[src/rtl/sprite_motion_sched.sv]
// sprite_motion_sched: per-frame sprite position sequencer.
// A frame tick is the rising edge of the synchronised vertical sync. Each tick
// walks every sprite through an X step and then a Y step on one shared adder,
// bounces off the play-field edges, and commits all positions at once.
// Optional build macro SPRITE_MOTION_PAUSE_EN adds i_pause. While i_pause is
// high at commit, the frame's updates are discarded and the pre-frame
// positions and velocities are restored.
//
// state  | meaning
// IDLE   | waiting for an enabled frame tick
// UPD_X  | X axis step for sprite idx
// UPD_Y  | Y axis step for sprite idx
// COMMIT | new positions visible on outputs, frame_done pulse
module sprite_motion_sched #(
    parameter int NUM_SPR = 4,
    parameter int MAX_X   = 200,
    parameter int MAX_Y   = 150,
    parameter int INIT_VX = 3,
    parameter int INIT_VY = 2
) (
    input  logic                   i_pix_clk,
    input  logic                   i_reset_n,
    input  logic                   i_vert_sync,
    input  logic                   i_enable,
`ifdef SPRITE_MOTION_PAUSE_EN
    input  logic                   i_pause,
`endif
    output logic [16*NUM_SPR-1:0]  o_x_coord,
    output logic [16*NUM_SPR-1:0]  o_y_coord,
    output logic                   o_busy,
    output logic                   o_frame_done,
    output logic                   o_overrun
);

    localparam int IW = (NUM_SPR > 1) ? $clog2(NUM_SPR) : 1;
    localparam logic [IW-1:0] LAST_IDX = IW'(NUM_SPR - 1);

    typedef enum logic [1:0] {IDLE, UPD_X, UPD_Y, COMMIT} state_t;

    state_t              state_q;
    logic [IW-1:0]       idx_q;
    logic                vs_meta_q, vs_sync_q, vs_prev_q;
    logic                busy_q, done_q, overrun_q;
    logic signed [15:0]  sx_q [NUM_SPR];
    logic signed [15:0]  sy_q [NUM_SPR];
    logic signed [15:0]  vx_q [NUM_SPR];
    logic signed [15:0]  vy_q [NUM_SPR];
    logic [16*NUM_SPR-1:0] ox_q, oy_q;
`ifdef SPRITE_MOTION_PAUSE_EN
    logic signed [15:0]  bvx_q [NUM_SPR];
    logic signed [15:0]  bvy_q [NUM_SPR];
`endif

    logic                tick;
    logic                start;
    logic                last_y;
    logic                is_x;
    logic signed [15:0]  pos_op, vel_op;
    logic signed [16:0]  sum, bound;
    logic signed [15:0]  nxt_pos_d, nxt_vel_d;

    assign tick   = vs_sync_q & ~vs_prev_q;
    assign start  = (state_q == IDLE) && tick && i_enable;
    assign last_y = (state_q == UPD_Y) && (idx_q == LAST_IDX);
    assign is_x   = (state_q == UPD_X);

    // Shared axis step: one adder, operands muxed by the current axis.
    always_comb begin
        pos_op    = is_x ? sx_q[idx_q] : sy_q[idx_q];
        vel_op    = is_x ? vx_q[idx_q] : vy_q[idx_q];
        bound     = is_x ? $signed(17'(MAX_X)) : $signed(17'(MAX_Y));
        sum       = {pos_op[15], pos_op} + {vel_op[15], vel_op};
        nxt_pos_d = sum[15:0];
        nxt_vel_d = vel_op;
        if (sum >= bound) begin
            nxt_pos_d = 16'(bound - 17'sd1);
            nxt_vel_d = -vel_op;
        end else if (sum[16]) begin
            nxt_pos_d = '0;
            nxt_vel_d = -vel_op;
        end
    end

    // Two-flop synchroniser for vsync plus the previous-value flop for edge detect.
    always_ff @(posedge i_pix_clk or negedge i_reset_n) begin
        if (!i_reset_n) begin
            vs_meta_q <= 1'b0;
            vs_sync_q <= 1'b0;
            vs_prev_q <= 1'b0;
        end else begin
            vs_meta_q <= i_vert_sync;
            vs_sync_q <= vs_meta_q;
            vs_prev_q <= vs_sync_q;
        end
    end

    // Sequencer FSM with registered busy/done/overrun.
    always_ff @(posedge i_pix_clk or negedge i_reset_n) begin
        if (!i_reset_n) begin
            state_q   <= IDLE;
            idx_q     <= '0;
            busy_q    <= 1'b0;
            done_q    <= 1'b0;
            overrun_q <= 1'b0;
        end else begin
            done_q <= 1'b0;
            if (tick && state_q != IDLE) overrun_q <= 1'b1;
            case (state_q)
                IDLE: begin
                    if (start) begin
                        state_q <= UPD_X;
                        idx_q   <= '0;
                        busy_q  <= 1'b1;
                    end
                end
                UPD_X: state_q <= UPD_Y;
                UPD_Y: begin
                    if (idx_q == LAST_IDX) begin
                        state_q <= COMMIT;
                        done_q  <= 1'b1;
                    end else begin
                        idx_q   <= idx_q + 1'b1;
                        state_q <= UPD_X;
                    end
                end
                default: begin
                    state_q <= IDLE;
                    idx_q   <= '0;
                    busy_q  <= 1'b0;
                end
            endcase
        end
    end

    // Shadow position/velocity updates and the all-at-once output commit.
    // Outputs load on entry to COMMIT so they are visible during that cycle;
    // the last sprite's Y result is taken straight from the adder.
    always_ff @(posedge i_pix_clk or negedge i_reset_n) begin
        if (!i_reset_n) begin
            for (int k = 0; k < NUM_SPR; k++) begin
                sx_q[k]            <= 16'(16 * k);
                sy_q[k]            <= 16'(16 * k);
                vx_q[k]            <= 16'(INIT_VX + k);
                vy_q[k]            <= 16'(INIT_VY + k);
                ox_q[16*k +: 16]   <= 16'(16 * k);
                oy_q[16*k +: 16]   <= 16'(16 * k);
`ifdef SPRITE_MOTION_PAUSE_EN
                bvx_q[k]           <= 16'(INIT_VX + k);
                bvy_q[k]           <= 16'(INIT_VY + k);
`endif
            end
        end else begin
            if (state_q == UPD_X) begin
                sx_q[idx_q] <= nxt_pos_d;
                vx_q[idx_q] <= nxt_vel_d;
            end else if (state_q == UPD_Y) begin
                sy_q[idx_q] <= nxt_pos_d;
                vy_q[idx_q] <= nxt_vel_d;
            end
`ifdef SPRITE_MOTION_PAUSE_EN
            if (start) begin
                for (int k = 0; k < NUM_SPR; k++) begin
                    bvx_q[k] <= vx_q[k];
                    bvy_q[k] <= vy_q[k];
                end
            end
            if (last_y) begin
                if (i_pause) begin
                    // Outputs still hold the pre-frame positions; restore from them.
                    for (int k = 0; k < NUM_SPR; k++) begin
                        sx_q[k] <= ox_q[16*k +: 16];
                        sy_q[k] <= oy_q[16*k +: 16];
                        vx_q[k] <= bvx_q[k];
                        vy_q[k] <= bvy_q[k];
                    end
                end else begin
                    for (int k = 0; k < NUM_SPR; k++) begin
                        ox_q[16*k +: 16] <= sx_q[k];
                        oy_q[16*k +: 16] <= (IW'(k) == idx_q) ? nxt_pos_d : sy_q[k];
                    end
                end
            end
`else
            if (last_y) begin
                for (int k = 0; k < NUM_SPR; k++) begin
                    ox_q[16*k +: 16] <= sx_q[k];
                    oy_q[16*k +: 16] <= (IW'(k) == idx_q) ? nxt_pos_d : sy_q[k];
                end
            end
`endif
        end
    end

    assign o_x_coord    = ox_q;
    assign o_y_coord    = oy_q;
    assign o_busy       = busy_q;
    assign o_frame_done = done_q;
    assign o_overrun    = overrun_q;

endmodule

[config.mk]
export PLATFORM = sky130hd
export DESIGN_NAME = sprite_motion_sched
export DESIGN_NICKNAME = d
export VERILOG_FILES = /design/src/rtl/sprite_motion_sched.sv
export SDC_FILE = /design/constraint.sdc
export NUM_CORES = 1
export LEC_CHECK = 0
export CELL_PAD_IN_SITES_DETAIL_PLACEMENT = 1
export CELL_PAD_IN_SITES_GLOBAL_PLACEMENT = 2
export CORE_MARGIN = 8
export CORE_UTILIZATION = 41
export DETAILED_ROUTE_END_ITERATION = 7
export PLACE_DENSITY_LB_ADDON = 0.1
export SLEW_MARGIN = 20
export SYNTH_ARGS = -nofsm -noshare
export SYNTH_HDL_FRONTEND = slang
export SYNTH_SLANG_ARGS = --single-unit
[constraint.sdc]
create_clock -name i_pix_clk -period 14.66 [get_ports i_pix_clk]
set_clock_uncertainty 0.05 [all_clocks]
set_input_delay 2.199 -clock i_pix_clk [delete_from_list [all_inputs] [get_ports i_pix_clk]]
set_output_delay 2.199 -clock i_pix_clk [all_outputs]
set_load 0.02 [all_outputs]
==> flow_summary.yaml <==
run_status:
  status: "finished clean"
critical_path:
  cp.required_ns: 15.00
  worstSetupPathType: "flip-flop to flip-flop"
  r2r_slack_ns: 7.69
  crit_arrival_ns: 7.31
  crit_fanout: 36
  setup.worst_path.end_class: "flip-flop"
  worst_setup_path_start_kind: "flip-flop"
job:
  cap_violations: 0
die:
  die_w_um: 228
  io_pins: 135
  start_util_pct: 41.1
  coreArea_sq_um: 45000
  num_rows: 78
  chipHeight_um: 228
  dieArea_sq_um: 52200
power:
  pwr-share-clk_pct: 43.8
  combPwrFrac_pct: 11.4
  seqPwrFrac_pct: 44.8
  p_int_mw: 1.82
  p_leak_nw: 10.2
  p_per_area_nw_per_um2: 115
  swShare_pct: 27.0
  power.switching_uw: 674
  finalPower_mw: 2.49
  ir_drop_mv: 0.144
grt:
  track_usage_pct: 20.8
  grt_pass1_vias: 14600
  antenna_found_initial: 0
  grt_max_degree: 153
  grt.overflow.total: 0
  grt_pass1_wl_mm: 86.8
clocking:
  cts_buffer_depth: 3
  path_clk_slew_ns: 0.06
  cts_setup_buffers: 0
  clk_latency_ns: 0.56
  h-tree-depth: 2
  cts_root_buf: "clkbuf_16"
  cts_resized: 0
  cts_inserted_buffers: 43
  cts.hold.buffers_added: 0
  cts.sinks: 394
  cts_tree: "built"
synthesis:
  synthesis.area_sq_um: 18500
  syn_inst: 1814
  synth_nets: 1850
  ys.flop_type: "dfrtp_1"
  synthTopCellsByCount: "nand2_1, dfrtp_1, o21ai_0, clkbuf_1, and2_1"
  synth-seq-cells: 394
  yosysTopAreaCell: "dfrtp_1"
  synth_most_common_cell: "nand2_1"
  ys_seq_area_share_pct: 53.5
  synth-edff-count: 0
  synthDistinctLibCells: 67
  synth-async-reset-ratio_pct: 100
  avgSynthCellArea_sq_um: 10.2
  yosys.area.top_type_share_pct: 49.4
  synth_area_leaders: "dfrtp_1, nand2_1, mux4_2, o21ai_0, dfstp_2"
  ys_warn_count: 0
layout:
  regArea_sq_um: 9900
  fin_nets: 1922
  multi_input_area_sq_um: 7950
  area_growth_pct: 17.1
  n_fill_cell: 4935
  final_area_sq_um: 21700
  n_antenna_cell: 0
  drive_gt1_share_pct: 11.7
timing:
  fin_crit_ns: 6.97
  max_slew_margin_pct: 25.4
  tightest_slew_ns: 1.12
  rsz0062_at_grt: "no"
  fmax_ghz: 0.143
  hold_viol: 0
  fin_ws_ns: 7.69
  final-setup-viol-count: 0
  fin_tns_setup_ns: 0
  slew_violations: 0
  post-route-period-util_pct: 47.5
routing:
  drtIter0Drc: 814
  drc: 0
  vias: 13700
  firstDrtPassIters: 5
  avgViaCountPerCell: 5.43
  wire_per_inst_um: 21.6
  routed_wl_mm: 54.3
  antenna_left: 0
placement:
  place_ws_ns: 7.59
  hpwl_mm: 35.9
  gp_congestion: 0.792
  placed_area_sq_um: 20200
  io_buffers: 134
worst_hold_path:
  holdCritPathClass: "flip-flop to flip-flop"
-- worst max-delay path, stage by stage, from the launching register on --
cell	delay [ns]
dfrtp_4	0.90
buf_4	0.74
mux4_2	0.58
mux2i_1	0.28
inv_1	0.16
ha_1	0.36
nand2b_1	0.14
nand2b_1	0.06
a21oi_1	0.19
xor2_1	0.44
inv_1	0.09
ha_1	0.30
a21oi_1	0.14
o21ai_0	0.09
a21oi_1	0.15
a31oi_1	0.13
nor3_4	0.57
nand2_1	0.29
a21boi_1	0.91
o21ai_0	0.22
-- power by group through the flow --
| stage | clock, mW | sequential (mW) | combinational [mW] |
|---|---|---|---|
| finish | 1.09 | 1.12 | 0.284 |
| global route | 1.16 | 1.12 | 0.308 |
| CTS | 1.12 | 1.12 | 0.289 |
| global placement | 0 | 1.14 | 0.284 |
| detailed placement | 0 | 1.14 | 0.288 |
| floorplan | 0 | 1.12 | 0.189 |
-- area by class of cell --
class	instances	share of cell area, %
Timing Repair Buffer	158	7.11
Clock inverter	8	0.433
Sequential cell	394	45.7
Clock buffer	70	6.13
Multi-Input combinational cell	1262	36.7
Tap cell	600	3.47
Inverter	27	0.468
-- through the flow --
step	std cells	hold slack, ns	utilization (%)
after floorplan	1814	0.281	-
after global placement	2441	0.291	45.0
after detailed placement	2441	0.287	45.0
after CTS	2519	0.307	48.1
after global routing	2519	0.308	48.1
final	2519	0.302	48.1
-- placed cells by master (no fill, tap or decap), drive strengths merged, types with 6 or more instances in the layout --
cell	instances
nand3b	26
clkinv	7
nand2	526
dfstp	29
a21oi	47
nor2	51
mux4	64
nor3b	28
mux2i	43
nor4	6
clkbuf	70
o31ai	20
buf	25
a31oi	13
clkdlybuf4s50	133
nand3	6
o21ai	184
and3	7
ha	31
dfrtp	365
nand2b	6
nor3	33
inv	26
and2	76
xnor2	12
a22oi	28
-- metal layers --
layer / GRT usage [%] / share of wire, % / vias to the layer above
met5: 0 / 0 / -
met4: 5.19 / 1.9 / 0
met3: 3.34 / 3.6 / 70
met2: 33.9 / 47 / 214
met1: 28.8 / 47 / 7047
li1: - / - / 6353
-- logic make-up after synthesis --
| group | count (synthesis) | synth area share (%) |
|---|---|---|
| buffers and inverters | 158 | 3.73 |
| DFF | 394 | 53.5 |
| xor gates and xnor gates | 14 | 0.987 |
| adders and majority gates | 32 | 2.20 |
| muxes | 111 | 10.4 |
| and+or+nand+nor | 780 | 19.0 |
| AOI/OAI and AO/OA | 325 | 10.2 |
-- final timing paths --
path	startpoint	to	cells after the start
max	idx_q[0]$_DFFE_PN0P_	sx_q[54]$_DFFE_PN0P_	19
min	vs_meta_q$_DFF_PN0_	vs_sync_q$_DFF_PN0_	0
max reg2reg	idx_q[0]$_DFFE_PN0P_	sx_q[54]$_DFFE_PN0P_	19
min reg2reg	vs_meta_q$_DFF_PN0_	vs_sync_q$_DFF_PN0_	0
max in group asynchronous	i_reset_n	vy_q[11]$_DFFE_PN0P_	2
min in group asynchronous	i_reset_n	o_y_coord[10]$_DFFE_PN0P_	1
-- flip-flops by register name, summed over array words and instances, names as in the netlist --
register      cells
o_x_coord        64
o_y_coord        64
sx_q             64
sy_q             64
vx_q             64
vy_q             64
idx_q             2
state_q           2
o_busy            1
o_frame_done      1
o_overrun         1
vs_meta_q         1
vs_prev_q         1
vs_sync_q         1
(Power assumes the default switching activity.)
